$ cat config.mk
export PLATFORM = sky130hd
export DESIGN_NAME = cc_lives_manager
export DESIGN_NICKNAME = d
export VERILOG_FILES = /design/src/rtl/cc_lives_pkg.sv /design/src/rtl/cc_edge_detector.sv /design/src/rtl/cc_lives_manager.sv
export SDC_FILE = /design/constraint.sdc
export NUM_CORES = 1
export LEC_CHECK = 0
export ABC_AREA = 1
export BUFFER_PORTS_ARGS = -buffer_cell sky130_fd_sc_hd__buf_2
export CORE_ASPECT_RATIO = 1.75
export CORE_MARGIN = 4
export CORE_UTILIZATION = 64
export CTS_BUF_LIST = sky130_fd_sc_hd__clkbuf_4
export DETAILED_ROUTE_END_ITERATION = 8
export PLACE_DENSITY = 0.83
export REMOVE_ABC_BUFFERS = 1
export SYNTH_ARGS = -nofsm -noshare
export SYNTH_HDL_FRONTEND = slang
export SYNTH_SLANG_ARGS = --single-unit
$ cat constraint.sdc
create_clock -name CC_LIVES_MANAGER_CLOCK_50 -period 1.8 [get_ports CC_LIVES_MANAGER_CLOCK_50]
set_input_delay 0.09 -clock CC_LIVES_MANAGER_CLOCK_50 [delete_from_list [all_inputs] [get_ports CC_LIVES_MANAGER_CLOCK_50]]
set_output_delay 0.09 -clock CC_LIVES_MANAGER_CLOCK_50 [all_outputs]
set_load 0.1 [all_outputs]
$ cat src/rtl/cc_lives_pkg.sv
// Shared constants for the Frogger lives manager and HUD.
// State codes and default life-count limits.
package cc_lives_pkg;

    typedef enum logic [1:0] {
        ST_PLAYING  = 2'd0,
        ST_HIT      = 2'd1,
        ST_GAMEOVER = 2'd2
    } livesState_t;

    localparam int LIVES_INIT_DEFAULT = 3;
    localparam int LIVES_MAX_DEFAULT  = 7;

endpackage

$ cat src/rtl/cc_edge_detector.sv
// One-bit rising-edge detector with synchronous active-high reset.
// History updates every cycle, so a held level yields a single pulse.
module cc_edge_detector (
    input  logic clk,
    input  logic reset,
    input  logic level,
    output logic pulse
);

    logic hist;

    always_ff @(posedge clk) begin
        if (reset) begin
            hist <= 1'b0;
        end else begin
            hist <= level;
        end
    end

    assign pulse = level & ~hist;

endmodule

$ cat src/rtl/cc_lives_manager.sv
// Registered life counter with respawn window, low-lives and game-over flags.
// Death/bonus are edge-triggered; restart reloads a new game while held.
module cc_lives_manager
    import cc_lives_pkg::*;
#(
    parameter int LIVES_COUNTER_DATAWIDTH = 3,
    parameter int LIVES_INIT              = LIVES_INIT_DEFAULT,
    parameter int LIVES_MAX               = LIVES_MAX_DEFAULT,
    parameter int LOW_THRESHOLD           = 1,
    parameter int RESPAWN_CYCLES          = 25_000_000
) (
    input  logic                               CC_LIVES_MANAGER_CLOCK_50,
    input  logic                               CC_LIVES_MANAGER_RESET_InHigh,
    input  logic                               CC_LIVES_MANAGER_restart_InHigh,
    input  logic                               CC_LIVES_MANAGER_death_InHigh,
    input  logic                               CC_LIVES_MANAGER_bonus_InHigh,
    output logic [LIVES_COUNTER_DATAWIDTH-1:0] CC_LIVES_MANAGER_lives_Out,
    output logic                               CC_LIVES_MANAGER_alive_OutHigh,
    output logic                               CC_LIVES_MANAGER_low_OutHigh,
    output logic                               CC_LIVES_MANAGER_respawn_OutHigh,
    output logic                               CC_LIVES_MANAGER_gameover_OutHigh
);

    localparam int W  = LIVES_COUNTER_DATAWIDTH;
    localparam int TW = $clog2(RESPAWN_CYCLES + 1);

    localparam logic [W-1:0]  initCount = W'(LIVES_INIT);
    localparam logic [W-1:0]  maxCount  = W'(LIVES_MAX);
    localparam logic [W-1:0]  lowCount  = W'(LOW_THRESHOLD);
    localparam logic [W-1:0]  oneCount  = W'(1);
    localparam logic [TW-1:0] timerLoad = TW'(RESPAWN_CYCLES - 1);

    logic              clk;
    logic              deathEvent;
    logic              bonusEvent;
    logic [W-1:0]      count;
    logic [W-1:0]      countInc;
    logic [TW-1:0]     timer;
    livesState_t       state;

    assign clk = CC_LIVES_MANAGER_CLOCK_50;

    cc_edge_detector deathEdge (
        .clk   (clk),
        .reset (CC_LIVES_MANAGER_RESET_InHigh),
        .level (CC_LIVES_MANAGER_death_InHigh),
        .pulse (deathEvent)
    );

    cc_edge_detector bonusEdge (
        .clk   (clk),
        .reset (CC_LIVES_MANAGER_RESET_InHigh),
        .level (CC_LIVES_MANAGER_bonus_InHigh),
        .pulse (bonusEvent)
    );

    assign countInc = (count >= maxCount) ? maxCount : count + oneCount;

    always_ff @(posedge clk) begin
        if (CC_LIVES_MANAGER_RESET_InHigh || CC_LIVES_MANAGER_restart_InHigh) begin
            count <= initCount;
            state <= ST_PLAYING;
            timer <= '0;
        end else begin
            unique case (state)
                ST_PLAYING: begin
                    if (deathEvent && !bonusEvent) begin
                        if (count <= oneCount) begin
                            count <= '0;
                            state <= ST_GAMEOVER;
                        end else begin
                            count <= count - oneCount;
                            state <= ST_HIT;
                            timer <= timerLoad;
                        end
                    end else if (deathEvent && bonusEvent) begin
                        // A simultaneous bonus cancels the lost life, but the hit still counts.
                        state <= ST_HIT;
                        timer <= timerLoad;
                    end else if (bonusEvent) begin
                        count <= countInc;
                    end
                end
                ST_HIT: begin
                    if (bonusEvent) begin
                        count <= countInc;
                    end
                    if (timer == '0) begin
                        state <= ST_PLAYING;
                    end else begin
                        timer <= timer - 1'b1;
                    end
                end
                ST_GAMEOVER: begin
                    count <= '0;
                end
                default: begin
                    state <= ST_PLAYING;
                end
            endcase
        end
    end

    assign CC_LIVES_MANAGER_lives_Out        = count;
    assign CC_LIVES_MANAGER_alive_OutHigh    = (count != '0);
    assign CC_LIVES_MANAGER_low_OutHigh      = (count != '0) && (count <= lowCount);
    assign CC_LIVES_MANAGER_respawn_OutHigh  = (state == ST_HIT);
    assign CC_LIVES_MANAGER_gameover_OutHigh = (state == ST_GAMEOVER);

endmodule

==> results.yml, run 1 <==
power_and_ir_drop:
  ir_drop_v: 0.000635
  powerDensity_nw_per_um2: 845
  p_int_uw: 1350
  leakagePower_uw: 0.00120
  pwr-share-clk_pct: 24.9
  swShare_pct: 40.7
  pwr-share-seq_pct: 34.8
  p_sw_uw: 929
  comb_power_share_pct: 40.3
placement:
  place_hpwl_um: 4380
  dp_slack_ns: 0.0584
  place_congestion: 0.928
  dp.cells: 429
  place.port_buffers: 11
setup_path:
  startpoint: "CC_LIVES_MANAGER_lives_Out[1]"
  r2r-start: "timer[0]"
  cp_max_fo: 5
  crit_path_end_kind: "primary output"
  start_kind: "flip-flop"
  crit_arrival_ns: 1.61
  worstPathRequired_ns: 1.71
  cp.depth: 5
  ff2ff_setup_slack_ns: 0.14
  path_delay_family: "buffers and inverters"
  crit_buf_inv: 3
  crit_type: "reg2out"
  crit_path_top_delay_cell: "buf_2"
  crit_end: "CC_LIVES_MANAGER_alive_OutHigh"
  reg2reg_depth: 10
  cpPeakStageDelay_ns: 0.41
  r2r_end: "timer[19]"
  crit_chain: "inv_1, buf_4, ha_1, nand2_1, buf_2"
global_routing:
  grt_pass1_vias: 2404
  grt_pass1_wl_um: 10200
  antenna_found_initial: 0
  grt_overflow: 0
  grt_max_degree: 28
  track_usage_pct: 29.1
timing:
  worst_pin_slew_ns: 0.488
  period_minus_slack_ns: 1.70
  setup_violations: 0
  final_max_slew_viol_count: 0
  min_period_over_period_pct: 94.2
  setup-tns-final_ns: 0
  clock.fmax_mhz: 590
  finClkSkew_ns: 0.0141
  finalHoldViolCount: 0
  timing.hold.ws_ns: 0.0191
  slew-limit-headroom_pct: 67.7
  worst_slack_ns: 0.104
floorplanning:
  pin_count: 12
  start_util_pct: 67.9
  die_area_sq_um: 4710
  die_w_um: 53.6
  die_y_um: 87.9
  num_rows: 28
  core-area_sq_um: 3430
cts:
  cts_tree: "yes"
  cts-root-buf: "clkbuf_4"
  clk_latency_ns: 0.35
  htreeDepth: 2
  clock_path_buffers: 2
  clkSlewWorstSetupHoldPaths_ns: 0.11
  cts_inserted_buffers: 5
  clock-sinks: 32
logic_synthesis:
  yosysTopAreaCellShare_pct: 27.5
  synth_cells: 373
  synth_area_leader_cell: "dfxtp_1"
  ys_ff_latch: 32
  synth_most_common_cell: "nand2_1"
  synthArstFlopShare_pct: 0
  synth.distinct_cells: 30
  syn_area_sq_um: 2330
  dominantRegCellSynth: "dfxtp_1"
  post_synth.cell_area_avg_sq_um: 6.25
  ys_top_cells_by_area: "dfxtp_1 27%, nand2_1 18%, nor2_1 9.2%"
  synth_common_cells: "111 x nand2_1, 57 x nor2_1, 42 x nand3_1, 32 x dfxtp_1, 30 x inv_1"
  synth-seq-area-share_pct: 27.5
  ys_warn_count: 0
  synth-edff-count: 0
layout:
  fin_cells: 443
  drive_gt1_share_pct: 18.6
  layout.nets: 412
  areaGrowthSynthToFinish_pct: 15.9
  antenna_cells: 0
routing:
  wirelength_um: 6460
  dr.pass1.iters: 4
  antenna_left: 0
  wl_per_cell_um: 14.6
  avgViaCountPerCell: 5.78
  drc: 0
  vias: 2560
  drt_iter0_markers: 77
worst_hold_path:
  min_path_type: "in2reg"
  hold_start: "CC_LIVES_MANAGER_restart_InHigh"
flow_run:
  maxCapViolCount: 0
status:
  status: "finished clean"
==> layout by cell type (no fill, tap or decap), types with 4 or more instances in the layout <==
cell type	count
buf_2	9
nand3_1	41
nand2_2	5
nand4_1	8
ha_1	8
buf_4	8
a21oi_1	18
nand3b_1	6
inv_1	29
nor2_1	52
nand2_1	109
nand2_8	4
nor2_2	10
nand2_4	4
a21oi_2	9
o21ai_0	8
dfxtp_1	29
clkbuf_4	7
==> worst register-to-register path: cells and delay by family, from the launching register on <==
family          cells  cell delay [ns]
compound gates      1             0.12
fa+ha+maj           1             0.17
flops               1             0.35
simple gates        7             0.83
buf+inv             1             0.12
==> metrics by stage <==
stage          util (%)  cell area [sq um]  power (uW)
2_1_floorplan         -               2270        1430
3_3_place_gp       72.2               2480        1610
3_5_place_dp       72.2               2480        1630
4_1_cts            75.4               2590        2200
5_1_grt            78.8               2700        2450
6_report           78.8               2700        2280
==> state kept, by name, summed over array words and instances, names as in the netlist <==
name	flops
bonusEdge.hist	1
deathEdge.hist	1
timer	25
state	2
CC_LIVES_MANAGER_lives_Out	3
==> logic make-up (layout without fill, tap and decap cells) <==
kind of cell    Yosys count  count (layout)  share of synthesized area, %
simple gates            244             247                          47.0
buf+inv                  42              64                          7.89
compound gates           40              40                          10.4
flops                    32              32                          27.5
fa+ha+maj                10              10                          5.36
xor+xnor                  5               5                          1.88
==> how the worst min path moves through the flow <==
stage                                                to  slack [ns]  cells after the start
final                     CC_LIVES_MANAGER_lives_Out[1]        0.02                      3
after detailed placement                 deathEdge.hist        0.29                      2
after global routing      CC_LIVES_MANAGER_lives_Out[1]        0.03                      3
after floorplan                          deathEdge.hist        0.16                      1
after global placement                   deathEdge.hist        0.28                      2
after CTS                 CC_LIVES_MANAGER_lives_Out[1]        0.01                      3
==> routing by layer <==
| layer | track usage, % | share of wire, % |
|---|---|---|
| met3 | 5.79 | 4.4 |
| met4 | 24.4 | 7.7 |
| met5 | 0 | 0 |
| met2 | 50.7 | 53 |
| met1 | 27.9 | 35 |
==> repair_timing <==
action | CTS | global route
hold endpoints to repair | 2 | 0
buffers inserted | 0 | 0
hold buffers | 3 | 0
setup endpoints to repair | 0 | 27
gates resized for setup | 0 | 23
==> power by group through the flow <==
| stage | Sequential, uW | Combinational (uW) | Clock (uW) |
|---|---|---|---|
| finish | 795 | 920 | 569 |
| global route | 801 | 1020 | 631 |
| CTS | 791 | 834 | 577 |
| detailed placement | 807 | 826 | 0 |
| global placement | 807 | 808 | 0 |
| floorplan | 835 | 600 | 0 |
==> area by class of cell <==
| type | instances | area, sq um |
|---|---|---|
| clock buffer | 6 | 45.0 |
| clock inverter | 2 | 35.0 |
| fill | 281 | 729 |
| inverter | 33 | 128 |
| multi-input combinational | 302 | 1610 |
| sequential | 32 | 644 |
| tap | 45 | 56.3 |
| timing repair buffer | 23 | 183 |
No activity file was read; power rests on OpenSTA's default activity.
==> run 2: changes to the inputs <==
- CTS_BUF_LIST: sky130_fd_sc_hd__clkbuf_4 -> sky130_fd_sc_hd__clkbuf_8
==> results.yml, run 2 (same netlist as run 1, synthesis figures left out) <==
flow_run:
  maxCapViolCount: 0
layout:
  largest_register_ffs: 25
  regMostFlops: "timer"
  layout.nets: 409
  n_fill_cell: 283
  antenna_cells: 0
  layout_common_cells: "109 x nand2_1, 54 x nor2_1, 41 x nand3_1"
  areaGrowthSynthToFinish_pct: 15.3
  final_common_cell: "nand2_1"
  drive_gt1_share_pct: 17.5
  final_cell_area_sq_um: 2690
floorplanning:
  die_area_sq_um: 4710
  num_rows: 28
  pin_count: 12
  core-area_sq_um: 3430
  start_util_pct: 67.9
  die_y_um: 87.9
  die_w_um: 53.6
timing:
  setup-tns-final_ns: 0
  finalHoldViolCount: 0
  min_period_over_period_pct: 93.7
  slew-limit-headroom_pct: 67.0
  worst_pin_slew_ns: 0.493
  period_minus_slack_ns: 1.69
  finClkSkew_ns: 0.00619
  setup_violations: 0
  final_max_slew_viol_count: 0
  clock.fmax_mhz: 593
power_and_ir_drop:
  leakagePower_uw: 0.00120
  ir_drop_v: 0.000592
  powerDensity_nw_per_um2: 884
global_routing:
  track_usage_pct: 29.2
  antenna_found_initial: 0
  grt_pass1_vias: 2410
  grt_max_degree: 28
  grt_overflow: 0
  grt_pass1_wl_um: 10100
routing:
  drt_iter0_markers: 95
  vias: 2531
  wl_per_cell_um: 14.5
  wirelength_um: 6370
  dr.pass1.iters: 4
  antenna_left: 0
  avgViaCountPerCell: 5.75
  drc: 0
setup_path:
  start_kind: "flip-flop"
  r2r_end: "timer[17]"
  ff2ff_setup_slack_ns: 0.11
  crit_buf_inv: 1
  cp_common_cell: "nand2_4"
  crit_arrival_ns: 1.92
  crit_path_end_kind: "flip-flop"
  cp_max_fo: 13
  crit_chain: "inv_2, ha_1, nand3_1, nor2_2, nand3_2, nand2_4, nand2_8, nand2_4, nand2_1, a21oi_2"
  r2r-start: "timer[0]"
  worstPathRequired_ns: 2.03
  crit_path_top_delay_cell: "dfxtp_1"
  path_delay_family: "simple AND/OR/NAND/NOR gates"
  crit_type: "reg2reg"
  reg2reg_depth: 10
  cpPeakStageDelay_ns: 0.34
cts:
  post_cts_buffers: 0
  clkSlewWorstSetupHoldPaths_ns: 0.07
  cts_tree: "yes"
  clock_path_buffers: 2
  cts_inserted_buffers: 5
  clock-sinks: 32
  cts-root-buf: "clkbuf_8"
  htreeDepth: 2
  clk_latency_ns: 0.29
worst_hold_path:
  hold_depth: 3
  hold_start: "CC_LIVES_MANAGER_death_InHigh"
  min_path_type: "in2reg"
  hold_end: "deathEdge.hist"
placement:
  place_congestion: 0.928
  place.port_buffers: 11
  place_hpwl_um: 4380
  postPlaceCellArea_sq_um: 2480
status:
  status: "finished clean"
## run 2: routing by layer
metal | track usage [%] | vias up | part of all wire (%)
met4 | 22.1 | 0 | 6.5
met1 | 27.2 | 1161 | 35
li1 | - | 1245 | -
met3 | 5.79 | 33 | 4.8
met2 | 52.7 | 92 | 53
met5 | 0 | - | 0
## run 2: worst min-delay path, cell delays in order
cell and delay (ns):
buf_2 0.10, inv_1 0.04, nor2_1 0.03
## run 2: how the worst max path moves through the flow
stage | startpoint | end | slack (ns) | cells after the start
detailed placement | timer[0] | timer[23] | 0.06 | 10
global placement | timer[0] | timer[20] | 0.12 | 10
global route | CC_LIVES_MANAGER_lives_Out[1] | timer[6] | -0.01 | 11
CTS | timer[0] | timer[23] | 0.04 | 10
finish | timer[0] | timer[17] | 0.11 | 10
floorplan | CC_LIVES_MANAGER_lives_Out[0] | CC_LIVES_MANAGER_low_OutHigh | -1.09 | 3
## run 2: stage by stage
stage	power (uW)	hold WS [ns]	cells	setup slack [ns]	util [%]
after global routing	2530	0.0205	440	-0.0146	78.4
after floorplan	1430	0.161	364	-1.09	-
after global placement	1610	0.279	429	0.116	72.2
after detailed placement	1630	0.290	429	0.0584	72.2
final	2380	0.0153	440	0.113	78.4
after CTS	2310	0.0142	438	0.0379	75.6
## run 2: repair_timing
| action | CTS | global route |
|---|---|---|
| hold buffers | 1 | 0 |
| hold endpoints to repair | 2 | 0 |
| resized for setup | 0 | 19 |
| setup endpoints to repair | 0 | 26 |
## run 2: area by class of cell
type / instances / area [sq um] / share of cell area, %
Multi-Input combinational cell: 301 / 1590 / 59.2
Sequential cell: 32 / 643 / 23.9
Timing Repair Buffer: 21 / 163 / 6.05
Inverter: 33 / 128 / 4.74
Clock buffer: 5 / 68.8 / 2.56
Tap cell: 45 / 56.3 / 2.09
Clock inverter: 3 / 38.8 / 1.44
## run 2: report_power, final
part	internal (uW)	leakage [uW]	switching, uW
Clock	405	0.0000593	282
Sequential	747	0.000260	47.6
Combinational	294	0.000877	604
Total	1450	0.00120	934
